<file path="config.mk">
export PLATFORM = sky130hd
export DESIGN_NAME = control_sequencer
export DESIGN_NICKNAME = d
export VERILOG_FILES = /design/src/rtl/cpu8_pkg.sv /design/src/rtl/control_sequencer_alu.sv /design/src/rtl/control_sequencer.sv
export SDC_FILE = /design/constraint.sdc
export NUM_CORES = 1
export LEC_CHECK = 0
export ABC_AREA = 0
export CORE_MARGIN = 8
export CORE_UTILIZATION = 35
export CTS_BUF_LIST = sky130_fd_sc_hd__clkbuf_8
export CTS_CLUSTER_SIZE = 14
export DETAILED_ROUTE_END_ITERATION = 7
export PLACE_DENSITY = 0.67
export SYNTH_ARGS = -nofsm -noshare
export SYNTH_HDL_FRONTEND = slang
export SYNTH_SLANG_ARGS = --single-unit
</file>
<file path="constraint.sdc">
create_clock -name clk -period 7.6 [get_ports clk]
set_clock_uncertainty 0.05 [all_clocks]
set_input_delay 1.9 -clock clk [delete_from_list [all_inputs] [get_ports clk]]
set_output_delay 1.9 -clock clk [all_outputs]
set_load 0.01 [all_outputs]
</file>
<file path="src/rtl/cpu8_pkg.sv">
// rtl/cpu8_pkg.sv - opcodes, state encoding and instruction field slices for the 8-bit CPU
package cpu8_pkg;

  localparam logic [3:0] OP_NOP  = 4'h0;
  localparam logic [3:0] OP_MOV  = 4'h1;
  localparam logic [3:0] OP_ADD  = 4'h2;
  localparam logic [3:0] OP_SUB  = 4'h3;
  localparam logic [3:0] OP_AND  = 4'h4;
  localparam logic [3:0] OP_OR   = 4'h5;
  localparam logic [3:0] OP_XOR  = 4'h6;
  localparam logic [3:0] OP_INC  = 4'h7;
  localparam logic [3:0] OP_DEC  = 4'h8;
  localparam logic [3:0] OP_LDI  = 4'h9;
  localparam logic [3:0] OP_SHL  = 4'hA;
  localparam logic [3:0] OP_SHR  = 4'hB;
  localparam logic [3:0] OP_HALT = 4'hF;

  localparam int OPC_MSB = 7;
  localparam int OPC_LSB = 4;
  localparam int RD_MSB  = 3;
  localparam int RD_LSB  = 2;
  localparam int RS_MSB  = 1;
  localparam int RS_LSB  = 0;

  typedef enum logic [2:0] {
    S_FETCH,
    S_DECODE,
    S_EXEC,
    S_IMM,
    S_WB,
    S_HALT
  } state_t;

  // Reserved opcodes C..E behave exactly like NOP.
  function automatic logic is_nop(input logic [3:0] op);
    return (op == OP_NOP) || (op == 4'hC) || (op == 4'hD) || (op == 4'hE);
  endfunction

endpackage

</file>
<file path="src/rtl/control_sequencer_alu.sv">
// rtl/control_sequencer_alu.sv - combinational 8-bit ALU with carry/borrow/shift-out flag
module alu8
  import cpu8_pkg::*;
(
  input  logic [3:0] op,
  input  logic [7:0] a,
  input  logic [7:0] b,
  output logic [7:0] y,
  output logic       c
);

  always_comb begin
    y = 8'h00;
    c = 1'b0;
    case (op)
      OP_MOV: y = b;
      OP_ADD: {c, y} = {1'b0, a} + {1'b0, b};
      // Bit 8 of a 9-bit difference is the borrow.
      OP_SUB: {c, y} = {1'b0, a} - {1'b0, b};
      OP_AND: y = a & b;
      OP_OR:  y = a | b;
      OP_XOR: y = a ^ b;
      OP_INC: {c, y} = {1'b0, a} + 9'd1;
      OP_DEC: {c, y} = {1'b0, a} - 9'd1;
      OP_SHL: {c, y} = {a, 1'b0};
      OP_SHR: begin
        y = {1'b0, a[7:1]};
        c = a[0];
      end
      default: begin
        y = 8'h00;
        c = 1'b0;
      end
    endcase
  end

endmodule

</file>
<file path="src/rtl/control_sequencer.sv">
// rtl/control_sequencer.sv - fetch/decode/execute/writeback controller feeding the register file
module control_sequencer
  import cpu8_pkg::*;
#(
  parameter logic [7:0] RESET_PC = 8'h00
) (
  input  logic       clk,
  input  logic       reset,
  output logic [7:0] imem_addr,
  output logic       imem_req,
  input  logic [7:0] imem_data,
  input  logic       imem_valid,
  output logic [1:0] ReadRegA,
  output logic [1:0] ReadRegB,
  input  logic [7:0] ReadDataA,
  input  logic [7:0] ReadDataB,
  output logic       WriteEnable,
  output logic [1:0] WriteReg,
  output logic [7:0] WriteData,
  output logic       zero_flag,
  output logic       carry_flag,
  output logic       halted
);

  state_t     state;
  logic [7:0] pc;
  logic [7:0] ir;
  logic [7:0] res;
  logic       carry_l;
  logic       zf;
  logic       cf;
  logic [7:0] alu_y;
  logic       alu_c;
  logic [3:0] opcode;

  assign opcode = ir[OPC_MSB:OPC_LSB];

  alu8 u_alu (
    .op(opcode),
    .a (ReadDataA),
    .b (ReadDataB),
    .y (alu_y),
    .c (alu_c)
  );

  always_ff @(posedge clk) begin
    if (reset) begin
      state   <= S_FETCH;
      pc      <= RESET_PC;
      ir      <= 8'h00;
      res     <= 8'h00;
      carry_l <= 1'b0;
      zf      <= 1'b0;
      cf      <= 1'b0;
    end else begin
      case (state)
        S_FETCH: begin
          if (imem_valid) begin
            ir    <= imem_data;
            pc    <= pc + 8'd1;
            state <= S_DECODE;
          end
        end
        S_DECODE: begin
          if (is_nop(opcode))        state <= S_FETCH;
          else if (opcode == OP_HALT) state <= S_HALT;
          else if (opcode == OP_LDI)  state <= S_IMM;
          else                        state <= S_EXEC;
        end
        S_EXEC: begin
          res     <= alu_y;
          carry_l <= alu_c;
          state   <= S_WB;
        end
        S_IMM: begin
          if (imem_valid) begin
            res     <= imem_data;
            carry_l <= 1'b0;
            pc      <= pc + 8'd1;
            state   <= S_WB;
          end
        end
        S_WB: begin
          zf    <= (res == 8'h00);
          cf    <= carry_l;
          state <= S_FETCH;
        end
        S_HALT:  state <= S_HALT;
        default: state <= S_FETCH;
      endcase
    end
  end

  // Reset gates the handshake and the write strobe so a write in flight is dropped.
  assign imem_req    = !reset && ((state == S_FETCH) || (state == S_IMM));
  assign WriteEnable = !reset && (state == S_WB);
  assign imem_addr   = pc;
  assign ReadRegA    = ir[RD_MSB:RD_LSB];
  assign ReadRegB    = ir[RS_MSB:RS_LSB];
  assign WriteReg    = ir[RD_MSB:RD_LSB];
  assign WriteData   = res;
  assign zero_flag   = zf;
  assign carry_flag  = cf;
  assign halted      = (state == S_HALT);

endmodule

</file>
==> impl_metrics.env, run 1 <==
export IMPL_worst_pin_slew_ps=1400
export IMPL_cp_data_required_time_ps=5650
export IMPL_instances_no_fill=613
export IMPL_maxSlewViolCount=0
export IMPL_crit_path_top_delay_cell="clkdlybuf4s50_1"
export IMPL_groute_usage_overall_pct=16.0
export IMPL_max_vdd_ir_drop_uv=72.0
export IMPL_post_cts_buffers=0
export IMPL_synthCells=448
export IMPL_critical_path_top_delay_family="buffers and inverters"
export IMPL_synthTopCellsByCount="44 x nand2_1, 34 x a21oi_1, 31 x nor2_1"
export IMPL_n_antenna_cell=0
export IMPL_start_kind="primary input"
export IMPL_ys_seq_area_share_pct=17.5
export IMPL_ys_types=77
export IMPL_cts_resized=0
export IMPL_synth_seq_cells=30
export IMPL_clock_power_share_pct=26.5
export IMPL_path_clk_slew_ps=70
export IMPL_period_share_pct=69.4
export IMPL_drive_above_1_share_pct=6.25
export IMPL_hold_viol=0
export IMPL_highest_layer="met4"
export IMPL_ios=54
export IMPL_cp_cell_sequence="clkdlybuf4s50_1 > buf_4 > nor3_1 > clkdlybuf4s50_1"
export IMPL_synth_area_leaders="dfxtp_1 18%, ha_1 10%, a21oi_1 5.0%"
export IMPL_place_inst=605
export IMPL_grt_ovfl_total=0
export IMPL_cts_buffers=5
export IMPL_power_frac_comb_pct=37.9
export IMPL_yosysMostFrequentCell="nand2_1"
export IMPL_power_leakage_nw=1.50
export IMPL_outcome="complete, no violations"
export IMPL_drc=0
export IMPL_powerDensity_mw_per_mm2=122
export IMPL_fin_crit_ps=5270
export IMPL_arrival_ps=3320
export IMPL_fp_coreArea_mm2=0.00964
export IMPL_first_global_vias=3404
export IMPL_rsz0062_at_grt="no"
export IMPL_setup_tns_ps=0
export IMPL_cp_end_kind="output port"
export IMPL_rows=36
export IMPL_worstSetupPathType="in -> out"
export IMPL_max_freq_mhz=190
export IMPL_grt_max_degree=40
export IMPL_syn_to_final_growth_pct=16.9
export IMPL_maxCapViolations=0
export IMPL_avgSynthCellArea_um2=7.64
export IMPL_start_util_pct=35.5
export IMPL_relSlewSlack_pct=6.72
export IMPL_seq_power_share_pct=35.6
export IMPL_synthesis_area_mm2=0.00342
export IMPL_synth_warnings=0
export IMPL_critical_path_max_stage_delay_ps=570
export IMPL_cts_tree="done"
export IMPL_synth_area_leader_cell="dfxtp_1"
export IMPL_drt_met1_wl_um=4740
export IMPL_synth_top_area_share_pct=17.5
export IMPL_cp_buffers_inverters=3
export IMPL_die_area_mm2=0.0132
export IMPL_ant_nets=0
export IMPL_gp_congestion=0.909
export IMPL_setup_ws_ps=2330
export IMPL_drt_first_pass_iters=5
export IMPL_routed_wl_um=10700
export IMPL_met2_length_um=4910
export IMPL_async_reset_ff_share_pct=0
export IMPL_dpl_worst_slack_ps=2320
export IMPL_vias=3522
export IMPL_post_dp_hpwl_um=8060
export IMPL_setup_violations=0
export IMPL_synth_flop_cell="dfxtp_1"
export IMPL_routedWlPerCell_um=17.5
export IMPL_cp_common_cell="clkdlybuf4s50_1"
export IMPL_wl_met3_um=615
export IMPL_netSwitchingFraction_pct=36.0
export IMPL_synth_nets=505
export IMPL_antenna_found_initial=0
export IMPL_ctsHoldBuffers=0
export IMPL_hold_class="reg -> reg"
export IMPL_viasPerCell=5.75
export IMPL_p_int_mw=0.312
export IMPL_cts_buffer_depth=2
export IMPL_drtIter0Drc=376
export IMPL_synth_edf_count=0
export IMPL_fp_dieH_um=115
export IMPL_clock_sinks=30
export IMPL_die_x_um=115
export IMPL_htreeDepth=2
export IMPL_worstPathMaxFanout=34
export IMPL_p_sw_mw=0.175
export IMPL_final_core_util_pct=41.5
export IMPL_clkLatencyLatePin_ps=280
export IMPL_fin_nets=536
export IMPL_grt_pass1_wl_um=17300
export IMPL_clockRootBuffer="clkbuf_8"
export IMPL_port_buffer_count=53
==> sequential cells by signal, summed over array words and instances, names as in the netlist <==
| register | cells |
|---|---|
| WriteData | 8 |
| imem_addr | 8 |
| ir | 8 |
| state | 3 |
| carry_flag | 1 |
| carry_l | 1 |
| zero_flag | 1 |
==> cell families (layout without fill, tap and decap cells) <==
group                    Yosys count  after routing  synth area share [%]
AND/OR/NAND/NOR                  169            169                  26.8
multiplexers                       9              9                  2.74
XOR/XNOR                          18             18                  4.61
AO/OA/AOI/OAI                    132            132                  27.0
adder cells (fa/ha/maj)           30             30                  11.4
buffers and inverters             60             92                  9.94
flip-flops                        30             30                  17.5
==> tightest hold or removal path, stage by stage (launching register included) <==
cell	delay (ps)
dfxtp_1	310
nand2_1	50
a21oi_1	50
==> area by class of cell <==
cell class	count	area (um^2)
fillers	1000	5640
multi-input cells	358	2480
flip-flops and latches	30	601
repair buffers	57	561
well taps	133	166
inverters	27	101
clock buffers	6	82.6
clock inverters	2	8.76
==> per-stage QoR <==
| stage | power [mW] | instance area (um^2) | hold slack [ps] |
|---|---|---|---|
| 6_report | 0.487 | 4000 | 404 |
| 5_1_grt | 0.517 | 4000 | 424 |
| 4_1_cts | 0.487 | 4000 | 408 |
| 3_5_place_dp | 0.359 | 3910 | 399 |
| 3_3_place_gp | 0.356 | 3910 | 397 |
| 2_1_floorplan | 0.301 | 3420 | 387 |
==> power groups by stage <==
stage	Clock [mW]	Combinational (mW)	Sequential, mW
final	0.129	0.185	0.173
after global routing	0.141	0.202	0.174
after CTS	0.131	0.183	0.173
after detailed placement	0	0.182	0.177
after global placement	0	0.180	0.176
after floorplan	0	0.128	0.174
==> placed cells by master, fill, tap and decap left out, types with 7 or more instances in the layout <==
master,n
a21oi_1,34
inv_1,28
nor3_1,12
nand2b_1,7
o21ai_0,13
o22ai_1,13
nor2b_1,12
nor2_1,31
nand2_1,44
nand3_1,15
and3_1,8
clkdlybuf4s50_1,53
a211oi_1,8
xnor2_1,9
xor2_1,9
dfxtp_1,30
ha_1,28
==> per-layer routing <==
layer | GRT usage, % | up-vias
li1 | - | 1706
met1 | 21.0 | 1643
met2 | 25.3 | 142
met3 | 2.26 | 31
met4 | 7.71 | 0
met5 | 0 | -
==> worst paths after layout <==
kind / depth (start not counted) / slack [ps] / from / to
worst min register to register: 2 / 400 / ir[0]$_SDFFE_PP0P_ / ir[0]$_SDFFE_PP0P_
worst max-delay path: 4 / 2330 / reset / imem_req
worst max register to register: 6 / 4700 / ir[7]$_SDFFE_PP0P_ / WriteData[0]$_SDFFE_PP0P_
worst min-delay path: 2 / 400 / ir[0]$_SDFFE_PP0P_ / ir[0]$_SDFFE_PP0P_
No activity file was read; power rests on OpenSTA's default activity.
==> run 2, diff against run 1 <==
--- a/config.mk
+++ b/config.mk
@@ -11,7 +11,7 @@
 export CTS_BUF_LIST = sky130_fd_sc_hd__clkbuf_8
 export CTS_CLUSTER_SIZE = 14
 export DETAILED_ROUTE_END_ITERATION = 7
-export PLACE_DENSITY = 0.67
+export PLACE_DENSITY = 0.69
 export SYNTH_ARGS = -nofsm -noshare
 export SYNTH_HDL_FRONTEND = slang
 export SYNTH_SLANG_ARGS = --single-unit
==> constraint.sdc (replaced) <==
create_clock -name clk -period 4.4 [get_ports clk]
set_clock_uncertainty 0.05 [all_clocks]
set_input_delay 1.1 -clock clk [delete_from_list [all_inputs] [get_ports clk]]
set_output_delay 1.1 -clock clk [all_outputs]
set_load 0.01 [all_outputs]
==> run 2 against run 1 <==
Effect of this change:
- sequential share of layout area fell by 0.14 points
- clock power grew 76%
- sequential cell count stayed put
- critical path depth decreased by 1
- die area unchanged
- cell count is 0.82% higher
- combinational power up 71%
- utilization up 0.39 points
==> impl_metrics.env, run 2 (synthesized netlist as in run 1, its figures left out) <==
export IMPL_outcome="complete, no violations"
export IMPL_post_dp_hpwl_um=8590
export IMPL_start_util_pct=35.5
export IMPL_grt_ovfl_total=0
export IMPL_cts_tree="done"
export IMPL_powerDensity_mw_per_mm2=211
export IMPL_fp_coreArea_mm2=0.00964
export IMPL_path_clk_slew_ps=60
export IMPL_setup_violations=0
export IMPL_whs_ps=409
export IMPL_mostFrequentLayoutCells="53 x clkdlybuf4s50_1, 44 x nand2_1, 34 x a21oi_1, 31 x nor2_1, 30 x dfxtp_1"
export IMPL_maxSlewViolCount=0
export IMPL_multi_input_area_mm2=0.00248
export IMPL_rsz0062_at_grt="no"
export IMPL_setup_tns_ps=0
export IMPL_cp_end_kind="output port"
export IMPL_max_vdd_ir_drop_uv=111
export IMPL_syn_to_final_growth_pct=18.0
export IMPL_maxCapViolations=0
export IMPL_worstPathMaxFanout=13
export IMPL_ios=54
export IMPL_rows=36
export IMPL_grt_max_degree=30
export IMPL_ctsHoldBuffers=0
export IMPL_ff_latch_area_um2=601
export IMPL_fillerInstances=980
export IMPL_vias=3564
export IMPL_clkLatencyLatePin_ps=290
export IMPL_worstSetupPathType="in -> out"
export IMPL_fin_crit_ps=3760
export IMPL_relSlewSlack_pct=30.9
export IMPL_ant_nets=0
export IMPL_fp_dieH_um=115
export IMPL_routedWlPerCell_um=17.7
export IMPL_drive_above_1_share_pct=7.22
export IMPL_first_global_vias=3280
export IMPL_htreeDepth=2
export IMPL_power_leakage_nw=1.53
export IMPL_clockRootBuffer="clkbuf_8"
export IMPL_gp_congestion=0.927
export IMPL_worst_pin_slew_ps=1030
export IMPL_routed_wl_um=11000
export IMPL_die_x_um=115
export IMPL_cts_resized=0
export IMPL_n_antenna_cell=0
export IMPL_grt_pass1_wl_um=17200
export IMPL_hold_viol=0
export IMPL_arrival_ps=2610
export IMPL_post_cts_buffers=0
export IMPL_cp_data_required_time_ps=3250
export IMPL_port_buffer_count=53
export IMPL_cts_buffer_depth=2
export IMPL_start_kind="primary input"
export IMPL_groute_usage_overall_pct=16.2
export IMPL_antenna_found_initial=0
export IMPL_drc=0
export IMPL_drtIter0Drc=317
export IMPL_max_freq_mhz=266
export IMPL_viasPerCell=5.77
export IMPL_fin_nets=541
export IMPL_drt_first_pass_iters=5
export IMPL_hold_class="reg -> reg"
export IMPL_clock_sinks=30
export IMPL_cts_buffers=5
export IMPL_layout_commonest_cell="clkdlybuf4s50_1"
export IMPL_die_area_mm2=0.0132
export IMPL_period_share_pct=85.4
[run 2: cell count changes in the layout (fill, tap and decap cells not counted)]
| cell | before | now |
|---|---|---|
| buf_4 | 4 | 9 |
[run 2: cell type report]
| class | instances | area share, % |
|---|---|---|
| multi-input combinational | 358 | 61.4 |
| inverter | 27 | 2.51 |
| sequential | 30 | 14.9 |
| tap | 133 | 4.12 |
| timing repair buffer | 62 | 14.8 |
| clock buffer | 6 | 2.04 |
| clock inverter | 2 | 0.217 |
[run 2: through the flow]
step	util (%)	cell area, um^2	total power, mW	worst slack (ps)	cells
after floorplan	-	3420	0.520	1460	448
after global placement	41.0	3950	0.622	633	610
after detailed placement	41.0	3950	0.625	525	610
after CTS	41.9	4040	0.850	626	618
after global routing	41.9	4040	0.899	481	618
final	41.9	4040	0.851	644	618
[run 2: worst max-delay path, stage by stage]
cell and delay (ps):
clkdlybuf4s50_1 660, nor3_1 270, clkdlybuf4s50_1 570
[run 2: worst paths after layout]
check                         start                         to  slack, ps  cells after the start
max                           reset                   imem_req        640                      3
min reg2reg  zero_flag$_SDFFE_PP0N_     zero_flag$_SDFFE_PP0N_        410                      2
max reg2reg      ir[7]$_SDFFE_PP0P_  WriteData[5]$_SDFFE_PP0P_       1610                      6
min          zero_flag$_SDFFE_PP0N_     zero_flag$_SDFFE_PP0N_        410                      2
[run 2: routing by layer]
| layer | wire length, um | global-route usage [%] |
|---|---|---|
| met1 | 4900 | 20.8 |
| met2 | 5070 | 26.5 |
| met3 | 659 | 2.26 |
| met4 | 340 | 6.74 |
| met5 | 0 | 0 |
[run 2: power by group]
part	internal, mW	switching, mW
Sequential	0.283	0.0261
Combinational	0.136	0.180
Clock	0.124	0.103
